File: config.mk
export PLATFORM = sky130hd
export DESIGN_NAME = hyperram_port_arbiter
export DESIGN_NICKNAME = d
export VERILOG_FILES = /design/src/rtl/hyperram_port_arbiter.sv
export SDC_FILE = /design/constraint.sdc
export NUM_CORES = 1
export LEC_CHECK = 0
export CAP_MARGIN = 15
export CORE_MARGIN = 4
export CORE_UTILIZATION = 39
export CTS_CLUSTER_DIAMETER = 200
export CTS_CLUSTER_SIZE = 40
export DETAILED_ROUTE_END_ITERATION = 7
export PLACE_DENSITY = 0.85
export RECOVER_POWER = 100
export SYNTH_ARGS = -nofsm -noshare
export SYNTH_HDL_FRONTEND = slang
export SYNTH_SLANG_ARGS = --single-unit
File: constraint.sdc
create_clock -name clk -period 2.25 [get_ports clk]
set_input_delay 0.225 -clock clk [delete_from_list [all_inputs] [get_ports clk]]
set_output_delay 0.225 -clock clk [all_outputs]
set_load 0.02 [all_outputs]
File: src/rtl/hyperram_port_arbiter.sv
// Round-robin arbiter/sequencer sharing one HyperRAM s0 port among NPORTS masters.
// Strobes are held for a fixed time, then dropped for a gap so every access starts on a fresh edge.
module hyperram_port_arbiter #(
  parameter int          NPORTS     = 2,
  parameter int          WR_CYCLES  = 64,
  parameter int          GAP_CYCLES = 12,
  parameter int          TIMEOUT    = 1023,
  parameter logic [31:0] ERR_DATA   = 32'hDEAD_BEEF,
  localparam int         GW         = (NPORTS > 1) ? $clog2(NPORTS) : 1
) (
  input  logic                 clk,
  input  logic                 rst,
  input  logic [NPORTS*32-1:0] req_address,
  input  logic [NPORTS-1:0]    req_read,
  input  logic [NPORTS-1:0]    req_write,
  input  logic [NPORTS*32-1:0] req_writedata,
  output logic [NPORTS-1:0]    req_waitrequest,
  output logic [31:0]          req_readdata,
  output logic [NPORTS-1:0]    req_readdatavalid,
  output logic [31:0]          mem_address,
  output logic                 mem_read,
  output logic                 mem_write,
  output logic [31:0]          mem_writedata,
  input  logic [31:0]          mem_readdata,
  input  logic                 mem_readdatavalid,
  output logic [GW-1:0]        grant_id,
  output logic                 busy,
  output logic                 timeout_err
);

  localparam int MAXWG = (WR_CYCLES > GAP_CYCLES) ? WR_CYCLES : GAP_CYCLES;
  localparam int MAXC  = (MAXWG > TIMEOUT) ? MAXWG : TIMEOUT;
  localparam int CW    = $clog2(MAXC + 1);

  typedef enum logic [2:0] {IDLE, ISSUE, WAIT_RD, WAIT_WR, GAP} state_t;

  state_t        state, state_nxt;
  logic [CW-1:0] cnt, cnt_nxt;
  logic [GW-1:0] rr, pick, cand;
  logic          any_req;
  logic          op_rd;
  logic          rd_expired;
  logic [31:0]   addr_arr  [NPORTS];
  logic [31:0]   wdata_arr [NPORTS];

  for (genvar g = 0; g < NPORTS; g++) begin : g_unpack
    assign addr_arr[g]  = req_address[32*g +: 32];
    assign wdata_arr[g] = req_writedata[32*g +: 32];
  end

  // First requester at or above the RR pointer, wrapping around.
  always_comb begin
    any_req = 1'b0;
    pick    = '0;
    cand    = '0;
    for (int unsigned i = 0; i < NPORTS; i++) begin
      cand = GW'((32'(rr) + i) % NPORTS);
      if (!any_req && (req_read[cand] || req_write[cand])) begin
        any_req = 1'b1;
        pick    = cand;
      end
    end
  end

  assign rd_expired = (cnt == CW'(TIMEOUT - 1));
  assign mem_read   = ((state == ISSUE) && op_rd) || (state == WAIT_RD);
  assign mem_write  = ((state == ISSUE) && !op_rd) || (state == WAIT_WR);
  assign busy       = (state != IDLE);

  always_comb begin
    req_waitrequest = '1;
    if (state == ISSUE) req_waitrequest[grant_id] = 1'b0;
  end

  always_ff @(posedge clk) begin
    if (!rst) begin
      state <= IDLE;
      cnt   <= '0;
    end else begin
      state <= state_nxt;
      cnt   <= cnt_nxt;
    end
  end

  // Write count starts at 1 so the ISSUE cycle is part of the WR_CYCLES strobe width.
  always_comb begin
    state_nxt = state;
    cnt_nxt   = cnt;
    case (state)
      IDLE:    if (any_req) state_nxt = ISSUE;
      ISSUE: begin
        state_nxt = op_rd ? WAIT_RD : WAIT_WR;
        cnt_nxt   = op_rd ? CW'(0) : CW'(1);
      end
      WAIT_RD: begin
        if (mem_readdatavalid || rd_expired) begin
          state_nxt = GAP;
          cnt_nxt   = '0;
        end else begin
          cnt_nxt = cnt + 1'b1;
        end
      end
      WAIT_WR: begin
        if (cnt == CW'(WR_CYCLES - 1)) begin
          state_nxt = GAP;
          cnt_nxt   = '0;
        end else begin
          cnt_nxt = cnt + 1'b1;
        end
      end
      GAP: begin
        if (cnt == CW'(GAP_CYCLES - 1)) begin
          state_nxt = IDLE;
          cnt_nxt   = '0;
        end else begin
          cnt_nxt = cnt + 1'b1;
        end
      end
      default: begin
        state_nxt = IDLE;
        cnt_nxt   = '0;
      end
    endcase
  end

  always_ff @(posedge clk) begin
    if (!rst) begin
      grant_id          <= '0;
      rr                <= '0;
      op_rd             <= 1'b0;
      mem_address       <= '0;
      mem_writedata     <= '0;
      req_readdata      <= '0;
      req_readdatavalid <= '0;
      timeout_err       <= 1'b0;
    end else begin
      req_readdatavalid <= '0;
      case (state)
        IDLE: begin
          if (any_req) begin
            grant_id      <= pick;
            mem_address   <= addr_arr[pick];
            mem_writedata <= wdata_arr[pick];
            op_rd         <= req_read[pick];
          end
        end
        ISSUE: rr <= (grant_id == GW'(NPORTS - 1)) ? '0 : grant_id + 1'b1;
        WAIT_RD: begin
          if (mem_readdatavalid) begin
            req_readdata                <= mem_readdata;
            req_readdatavalid[grant_id] <= 1'b1;
          end else if (rd_expired) begin
            req_readdata                <= ERR_DATA;
            req_readdatavalid[grant_id] <= 1'b1;
            timeout_err                 <= 1'b1;
          end
        end
        default: ;
      endcase
    end
  end

endmodule

==> reports/results.tsv <==
metric	value	unit
status	completed	
Hold Fails Final Rpt	0	
final wirelength	15400	µm
syn_area_per_cell	10.4	µm²
# H-tree levels	4	
Iteration-0 DRC Markers	307	
Final setup viols	0	
slowest cell on the critical path	clkdlybuf4s50_1	
area delta synth->final	68.2	%
post-route ant nets	0	
CP peak stage delay	610	ps
Via density	5.13	
Fmax	467	MHz
CTS sink count	115	
largest net degree at the start of global routing	65	
Hold Crit Class	in2reg	
Tmin final	2140	ps
wire per inst	16.5	µm
fillers	983	
Crit path arrival time	1920	ps
vias in the first global route	4947	
power consumption	10.4	mW
clock latency on the worst-skew pair	390	ps
RePlAce Congestion	0.780	
actual slew at the worst max-slew pin	636	ps
Synth Net Count	653	
post-synthesis cell count	484	
Via Count	4785	
Die X	122	µm
# rows	41	
share of layout cells above drive strength 1	10.7	%
WP data required	2030	ps
post-synthesis register bit count	115	
power density over the cells	1230	mW/mm²
Ys Warns	0	
CP Launch Type	flop	
CP Max Fanout	8	
die area	0.0148	mm²
Worst path top cell family by delay	buffers and inverters	
initial core utilization	39.9	%
first-pass GRT wire length	23900	µm
CTS tree	done	
Critical Path, Cell by Cell	inv_1, nor3_2, a21o_1, clkdlybuf4s50_1	
kind of critical path	reg2out	
Detail Placement HPWL	11600	µm
Die Y	122	µm
pre-CTS setup slack	129	ps
post-CTS setup buffer count	0	
Multi-input gate area	0.00256	mm²
CP bufs+invs	2	
Worst-path clk slew	50	ps
Max IR drop VDD	0.683	mV
Pre-Repair DR Iteration Count	4	
total track usage	20.0	%
setup tns final	0	ps
CTS buffer count	17	
IO Pins	272	
Slew HR	57.6	%
fin util	67.1	%
DP Cell Count	900	
Post-synth EDFFs	0	
initial antenna violation count	0	
# port buffers	271	
Longest Clk Path Bufs	2	
post-synth cell types	46	
largest area contributor in the netlist	dfxtp_1	
Max Slew Vio Count	0	
unrepaired setup endpoints after global routing	false	
ys async rst share	0	%
Storage cell area	0.00231	mm²
Lkg Pwr	4.21	nW
Max Cap Violations	0	
Syn Std Cell Area	0.00503	mm²
Clock Skew	5.13	ps
cells taking the most area after synthesis	dfxtp_1, mux2i_1, o211a_1	
Tcrit/Tclk final	95.3	%
drc violations	0	
core area	0.0126	mm²
Antenna Cells	0	
Overflow after GRT	0	
fin nets	916	
CTS Hold Buffers Added	0	
post-route non-filler standard cell count	932	
Setup WS post-layout	107	ps
top_reg_cell synth	dfxtp_1	
share of the synthesized area in the top cell type	45.7	%
sequential-to-total area share from yosys stat	45.7	%
CTS root buffer	clkbuf_16	
CP endpoint kind	primary output	
report_power, final:
group | switching, mW | internal [mW]
combinational | 2.59 | 2.18
clock | 0.886 | 1.56
sequential | 0.427 | 2.76
total | 3.91 | 6.51
registers in the layout, indices dropped and copies added (netlist names):
register	flops
mem_address	32
req_readdata	32
rr	1
cnt	10
timeout_err	1
op_rd	1
grant_id	1
mem_writedata	32
req_readdatavalid	2
state	3
kinds of logic (layout without fill, tap and decap cells):
logic type      count (synthesis)  after routing  synth area share [%]
compound gates                121            121                  23.6
xor+xnor                        7              7                  1.22
fa+ha+maj                       2              2                 0.497
buf+inv                        44            320                  3.68
flops                         115            115                  45.7
mux                            64             64                  12.7
simple gates                  131            131                  12.6
synth_stat cells, types with 2 or more instances:
master,number
nor3_2,3
and2_1,5
nand2b_1,3
o211a_1,64
a22oi_1,8
xor2_1,5
a21boi_0,2
clkbuf_1,23
nand4_1,3
o21ai_1,2
dfxtp_1,115
ha_1,2
inv_1,4
o21a_1,2
xnor2_1,2
nand3_1,2
nor2_1,14
nand2_1,76
nor2b_1,11
mux2i_1,64
nor3_1,2
a21oi_1,5
buf_2,13
o21ai_0,4
o221a_2,24
or3_1,2
and3_1,3
buf_1,3
area by class of cell:
cell class | instances | share of cell area (%)
Clock buffer | 22 | 5.48
Sequential cell | 115 | 27.2
Timing Repair Buffer | 284 | 33.4
Multi-Input combinational cell | 325 | 30.2
Inverter | 4 | 0.177
Clock inverter | 10 | 0.990
Tap cell | 172 | 2.54
layer usage:
layer	track usage (%)	wire (µm)	part of all wire [%]
met5	0	0	0
met4	6.30	302	2.0
met3	6.96	1090	7.1
met2	35.8	7900	51
met1	22.3	6080	40
cells in the final DEF, fill, tap and decap left out, types with 4 or more instances in the layout:
master,n
clkbuf_16,17
xor2_1,5
o21ai_0,4
mux2i_1,64
nand2_1,76
clkbuf_1,4
nor2_1,14
dlygate4sd3_1,104
o221a_2,24
nor2b_1,11
o211a_1,64
clkdlybuf4s50_1,166
nand4_1,4
a22oi_1,8
inv_1,4
a21oi_1,5
dfxtp_1,112
buf_4,8
clkinv_2,6
final timing paths:
check,startpoint,end,slack [ps],depth (start not counted)
max reg2reg,cnt[0],cnt[4],160,6
min reg2reg,mem_address[25],mem_address[25],490,1
max,state[1],mem_read,110,4
min,rst,mem_writedata[11],260,2
through the flow:
stage,cell area [µm²],hold WS [ps]
6_report,8470,255
3_5_place_dp,7950,487
5_1_grt,8470,258
4_1_cts,8500,232
3_3_place_gp,7950,481
2_1_floorplan,5030,396
repair_timing:
item                       CTS  global route
hold endpoints to repair     0             0
resized for setup            1             4
setup endpoints to repair    1             3
No activity file was read; power rests on OpenSTA's default activity.
